===== src/rtl/setting_ctrl.sv =====
// Game configuration editor: turns debounced button levels into item navigation
// and single-step / auto-repeat edits of six wrapped configuration values.
module setting_ctrl #(
  parameter int MAX_PLAYERS   = 4,
  parameter int MAX_QUESTIONS = 9,
  parameter int REPEAT_DELAY  = 50000000,
  parameter int REPEAT_PERIOD = 10000000
) (
  input  logic       clk,
  input  logic       rst,
  input  logic [2:0] view,
  input  logic       btn_next,
  input  logic       btn_prev,
  input  logic       btn_inc,
  input  logic       btn_dec,
  input  logic       btn_confirm,
  output logic [2:0] state,
  output logic [2:0] player_count,
  output logic [3:0] question_count,
  output logic [6:0] answer_time,
  output logic [6:0] win_score,
  output logic [3:0] success_score,
  output logic [3:0] fail_score,
  output logic       cfg_done
);

  localparam int CNT_MAX = (REPEAT_DELAY > REPEAT_PERIOD) ? REPEAT_DELAY : REPEAT_PERIOD;
  localparam int CNT_W   = $clog2(CNT_MAX) + 1;
  localparam logic [CNT_W-1:0] DELAY_LAST  = CNT_W'(REPEAT_DELAY - 1);
  localparam logic [CNT_W-1:0] PERIOD_LAST = CNT_W'(REPEAT_PERIOD - 1);
  localparam logic [7:0] PL_MAX = 8'(MAX_PLAYERS);
  localparam logic [7:0] QU_MAX = 8'(MAX_QUESTIONS);

  typedef enum logic [1:0] {R_IDLE, R_HOLD, R_REPEAT} rep_t;

  rep_t             rep_state, rep_next;
  logic [CNT_W-1:0] cnt, cnt_next;
  logic             held_dec, held_next;

  logic btn_next_q, btn_prev_q, btn_inc_q, btn_dec_q, btn_confirm_q;
  logic edit_en;
  logic press_next, press_prev, press_inc, press_dec, press_confirm;
  logic nav_press, held_lvl, held_active, start_inc, start_dec;
  logic tick_hold, tick_rep;
  logic step_en, step_up;

  // Values are widened by one bit so +1 at the top of a 7-bit range cannot overflow.
  function automatic logic [7:0] wrap_step(input logic [7:0] v, input logic up,
                                           input logic [7:0] lo, input logic [7:0] hi);
    logic [7:0] r;
    if (up) r = (v >= hi) ? lo : v + 8'd1;
    else    r = (v <= lo) ? hi : v - 8'd1;
    return r;
  endfunction

  always_ff @(posedge clk or posedge rst) begin
    if (rst) begin
      btn_next_q    <= 1'b0;
      btn_prev_q    <= 1'b0;
      btn_inc_q     <= 1'b0;
      btn_dec_q     <= 1'b0;
      btn_confirm_q <= 1'b0;
    end else begin
      btn_next_q    <= btn_next;
      btn_prev_q    <= btn_prev;
      btn_inc_q     <= btn_inc;
      btn_dec_q     <= btn_dec;
      btn_confirm_q <= btn_confirm;
    end
  end

  assign edit_en       = (view == 3'd0);
  assign press_next    = edit_en & btn_next    & ~btn_next_q;
  assign press_prev    = edit_en & btn_prev    & ~btn_prev_q;
  assign press_inc     = edit_en & btn_inc     & ~btn_inc_q;
  assign press_dec     = edit_en & btn_dec     & ~btn_dec_q;
  assign press_confirm = edit_en & btn_confirm & ~btn_confirm_q;

  assign nav_press   = press_confirm | press_next | press_prev;
  assign held_lvl    = held_dec ? btn_dec : btn_inc;
  // While a repeat is live, a press of the opposite button is dropped.
  assign held_active = (rep_state != R_IDLE) && held_lvl;
  assign start_inc   = !nav_press && !held_active && press_inc;
  assign start_dec   = !nav_press && !held_active && !press_inc && press_dec;
  assign tick_hold   = (rep_state == R_HOLD)   && (cnt == DELAY_LAST);
  assign tick_rep    = (rep_state == R_REPEAT) && (cnt == PERIOD_LAST);

  always_ff @(posedge clk or posedge rst) begin
    if (rst) begin
      rep_state <= R_IDLE;
      cnt       <= '0;
      held_dec  <= 1'b0;
    end else begin
      rep_state <= rep_next;
      cnt       <= cnt_next;
      held_dec  <= held_next;
    end
  end

  always_comb begin
    rep_next  = rep_state;
    cnt_next  = cnt;
    held_next = held_dec;
    if (!edit_en || nav_press) begin
      rep_next = R_IDLE;
      cnt_next = '0;
    end else if (start_inc || start_dec) begin
      rep_next  = R_HOLD;
      cnt_next  = '0;
      held_next = start_dec;
    end else begin
      case (rep_state)
        R_HOLD, R_REPEAT: begin
          if (!held_lvl) begin
            rep_next = R_IDLE;
            cnt_next = '0;
          end else if (tick_hold || tick_rep) begin
            rep_next = R_REPEAT;
            cnt_next = '0;
          end else begin
            cnt_next = cnt + CNT_W'(1);
          end
        end
        default: begin
          rep_next = R_IDLE;
          cnt_next = '0;
        end
      endcase
    end
  end

  always_comb begin
    step_en = 1'b0;
    step_up = 1'b0;
    if (edit_en && !nav_press) begin
      if (start_inc || start_dec) begin
        step_en = 1'b1;
        step_up = start_inc;
      end else if (held_active && (tick_hold || tick_rep)) begin
        step_en = 1'b1;
        step_up = !held_dec;
      end
    end
  end

  always_ff @(posedge clk or posedge rst) begin
    if (rst) begin
      state          <= 3'd0;
      player_count   <= 3'd2;
      question_count <= 4'd5;
      answer_time    <= 7'd30;
      win_score      <= 7'd10;
      success_score  <= 4'd1;
      fail_score     <= 4'd1;
      cfg_done       <= 1'b0;
    end else begin
      cfg_done <= 1'b0;
      if (press_confirm) begin
        state    <= 3'd0;
        cfg_done <= 1'b1;
      end else if (press_next) begin
        state <= (state == 3'd6) ? 3'd0 : state + 3'd1;
      end else if (press_prev) begin
        state <= (state == 3'd0) ? 3'd6 : state - 3'd1;
      end else if (step_en) begin
        case (state)
          3'd1: player_count   <= 3'(wrap_step({5'd0, player_count}, step_up, 8'd1, PL_MAX));
          3'd2: question_count <= 4'(wrap_step({4'd0, question_count}, step_up, 8'd1, QU_MAX));
          3'd3: answer_time    <= 7'(wrap_step({1'b0, answer_time}, step_up, 8'd5, 8'd99));
          3'd4: win_score      <= 7'(wrap_step({1'b0, win_score}, step_up, 8'd1, 8'd99));
          3'd5: success_score  <= 4'(wrap_step({4'd0, success_score}, step_up, 8'd1, 8'd9));
          3'd6: fail_score     <= 4'(wrap_step({4'd0, fail_score}, step_up, 8'd0, 8'd9));
          default: ;
        endcase
      end
    end
  end

endmodule


===== config.mk =====
export PLATFORM = sky130hd
export DESIGN_NAME = setting_ctrl
export DESIGN_NICKNAME = d
export VERILOG_FILES = /design/src/rtl/setting_ctrl.sv
export SDC_FILE = /design/constraint.sdc
export NUM_CORES = 1
export LEC_CHECK = 0
export CAP_MARGIN = 20
export CORE_MARGIN = 2
export CORE_UTILIZATION = 40
export CTS_CLUSTER_SIZE = 20
export DETAILED_ROUTE_END_ITERATION = 7
export GPL_ROUTABILITY_DRIVEN = 0
export PLACE_DENSITY = 0.56
export SLEW_MARGIN = 20
export SYNTH_ARGS = -nofsm -noshare
export SYNTH_HDL_FRONTEND = slang
export SYNTH_SLANG_ARGS = --single-unit

===== constraint.sdc =====
create_clock -name clk -period 3.3 [get_ports clk]
set_clock_uncertainty 0.1 [all_clocks]
set_input_delay 0.495 -clock clk [delete_from_list [all_inputs] [get_ports clk]]
set_output_delay 0.495 -clock clk [all_outputs]
set_load 0.01 [all_outputs]

==> metrics.csv <==
stage;metric;value;unit
outcome;status;finished clean;
route;Residual DRC;0;
placed_design;Final HPWL DP;7.404;mm
global_route;vias in the first global route;3791;
cells_and_area;layout filler cell count;1051;
floorplanning;core area;10980;um^2
sta;Max Transition Viols Final;0;
cts;CTS tree;done;
logic_synthesis;post-synthesis register bit count;68;
setup_path;Max FO, Critical Path;10;
placed_design;port bufs;42;
global_route;gr usage total;17.66;%
route;DR iter-0 viols;303;
route;vias per std cell;5.661;
floorplanning;Die Span X;110.6;um
global_route;initial antenna violation count;0;
setup_path;CP endpoint kind;register;
global_route;first-pass GRT wire length;18.04;mm
floorplanning;DIE HEIGHT;110.6;um
logic_synthesis;Post-synth EDFFs;0;
sta;Final Hold Viols;0;
route;via count;4014;
setup_path;CP Cell Sequence;or4b_1 -> or4_4 -> a21oi_1 -> a31o_2 -> nand4_1 -> o31ai_1 -> o31ai_1;
floorplanning;row cnt;38;
cells_and_area;final net count;602;
floorplanning;Ports;43;
floorplanning;Initial Util;41.36;%
sta;setup_tns;0;ns
setup_path;arrival time at the worst endpoint;3.16;ns
power_and_ir_drop;Worst VDD drop;0.0002304;V
logic_synthesis;library cells used by synthesis;63;
sta;RSZ-0062 raised after global routing;false;
logic_synthesis;Top FF cell, synth;dfrtp_1;
cts;Clk Latency, worst-skew pair;0.33;ns
logic_synthesis;part of the Yosys area used for sequential elements;37.76;%
cts;CTS sink cnt;68;
run;number of max-cap violations;0;
setup_path;CP Launch Type;register;
logic_synthesis;asr flop ratio synth;100.0;%
cts;clock slew at reported path FFs;0.06;ns
cells_and_area;Ant. Diodes;0;
floorplanning;DIE AREA;12230;um^2
logic_synthesis;Mean Syn Cell Area;8.720;um^2
cells_and_area;fraction of layout cells with a size suffix above 1;8.436;%
global_route;largest net degree at the start of global routing;69;
cts;clk root buf;clkbuf_16;
logic_synthesis;Synth Instances;521;
setup_path;Crit Path Class;register to register;
cts;htree depth;3;
sta;f_max;327.8;MHz
cts;CTS Buf Count;9;
sta;Max-slew headroom;46.24;%
sta;min Tclk post-route;3.051;ns
route;post-route ant nets;0;
cells_and_area;commonest non-fill, non-tap cells in the layout;nor2_1 (58), dfrtp_1 (57), clkdlybuf4s50_1 (42);
global_route;GRT overflow;0;
logic_synthesis;syn_nets;559;
cells_and_area;P&R area growth vs syn;20.41;%
setup_path;CP max stage delay;0.55;ns
setup_path;Crit-path slowest cell;or4b_1;
sta;Final setup viols;0;
power_and_ir_drop;P per Cell Area;504.2;nW/um^2
cts;CTS hold repair buffers;0;
cts;post-CTS setup repair buffer count;0;
route;First-pass DRT Iterations;5;
cells_and_area;most common cell after layout, fill and taps aside;nor2_1;
sta;Slew @ Worst Pin;0.7963;ns
route;Routed WL;10.28;mm
logic_synthesis;Post-Syn Area;4543;um^2
cts;Clock Path Buffers;2;
power_and_ir_drop;leakage;2.183;nW
route;Avg WL per Cell;14.50;um
sta;hold slack;0.3883;ns
logic_synthesis;Synth warnings;0;
setup_path;Req. time, crit path;3.41;ns
sta;period utilization;92.44;%
worst_hold_path;Worst Hold Class;register to register;
setup_path;most used cell along the critical path;o31ai_1;
==> worst max-delay path, delay by kind of cell, from the launching register on <==
family / cells / cell delay [ns]
AND/OR/NAND/NOR: 3 / 1.43
flip-flops: 1 / 0.43
AO/OA/AOI/OAI: 4 / 0.97
==> cell families after synthesis <==
| family | after synthesis | share of synthesized area (%) |
|---|---|---|
| and+or+nand+nor | 214 | 24.79 |
| AOI/OAI and AO/OA | 129 | 19.03 |
| DFF | 68 | 37.76 |
| buffers and inverters | 52 | 4.902 |
| xor gates and xnor gates | 29 | 5.591 |
| adders and majority gates | 28 | 7.711 |
| muxes | 1 | 0.2203 |
==> routing by layer <==
layer / wire (um) / track usage, %
met4: 180 / 7.667
met5: 0 / 0
met1: 5103 / 24.82
met2: 4596 / 26.71
met3: 404 / 3.128
==> cell usage after synthesis, drive strengths merged (3+ instances only) <==
master,instances,area share [%]
o311ai,4,0.77
nor3b,3,0.50
and4,7,1.3
or4,3,0.58
and2,4,0.55
dfrtp,57,31
nor2,58,4.8
or3,8,1.1
a21oi,33,3.6
nand4,13,1.8
a211oi,4,0.66
o22ai,5,0.69
o31ai,10,1.7
a21o,3,0.50
o211ai,5,0.94
nor2b,6,0.83
o21ai,23,2.5
nand2,34,2.8
xor2,17,3.3
o21a,4,0.66
o22a,3,0.58
a31oi,13,1.8
nor3,26,2.9
inv,30,2.5
dfstp,11,6.4
o21bai,3,0.50
nand2b,6,0.83
and3,7,0.96
xnor2,12,2.3
nor4bb,5,1.1
buf,10,1.4
ha,28,7.7
clkbuf,12,0.99
nand3,23,2.5
==> registers in the layout, summed over array words and instances, names as in the netlist, 2 cells and up <==
| name | flops |
|---|---|
| success_score | 4 |
| answer_time | 7 |
| state | 3 |
| question_count | 4 |
| fail_score | 4 |
| win_score | 7 |
| rep_state | 2 |
| cnt | 27 |
| player_count | 3 |
==> path summary, 6_finish.rpt <==
kind                       startpoint              end  slack, ns  depth (start not counted)
setup / recovery               cnt[7]     win_score[2]       0.25                          7
hold / removal                 cnt[0]           cnt[0]       0.39                          1
setup reg to reg               cnt[7]     win_score[2]       0.25                          7
hold reg to reg                cnt[0]           cnt[0]       0.39                          1
max in group asynchronous         rst   answer_time[2]       2.30                          3
min in group asynchronous         rst  player_count[2]       0.45                          3
==> report_power, final <==
part / internal (mW) / switching (mW) / leakage [nW]
registers: 0.909 / 0.123 / 0.863
clock network: 0.681 / 0.351 / 0.153
logic: 0.327 / 0.368 / 1.17
==> final cells by class <==
cell class | instances | area, um^2 | area share, %
clock buffers | 12 | 246.5 | 4.506
clock inverters | 4 | 72.57 | 1.327
inverters | 30 | 112.6 | 2.059
multi-input cells | 401 | 2613 | 47.76
flip-flops and latches | 68 | 1715 | 31.36
well taps | 140 | 175.2 | 3.202
repair buffers | 54 | 535.5 | 9.790
==> per-stage QoR <==
step / cell area, um^2 / utilization, % / total power, mW / worst slack [ns] / cells
6_report: 5470 / 49.81 / 2.758 / 0.2495 / 709
5_1_grt: 5470 / 49.81 / 2.934 / 0.02700 / 709
4_1_cts: 5463 / 49.74 / 2.791 / 0.1710 / 709
3_5_place_dp: 5144 / 46.83 / 1.737 / 0.1051 / 693
3_3_place_gp: 5144 / 46.83 / 1.732 / 0.1942 / 693
2_1_floorplan: 4543 / - / 1.483 / 0.4763 / 521
==> what timing repair did <==
action                                 4_1_cts  5_1_grt
resized for setup                            0        2
endpoints found under the hold margin        0        0
setup endpoints to repair                    0        4
Note: power is estimated with default switching activity, not from simulation.
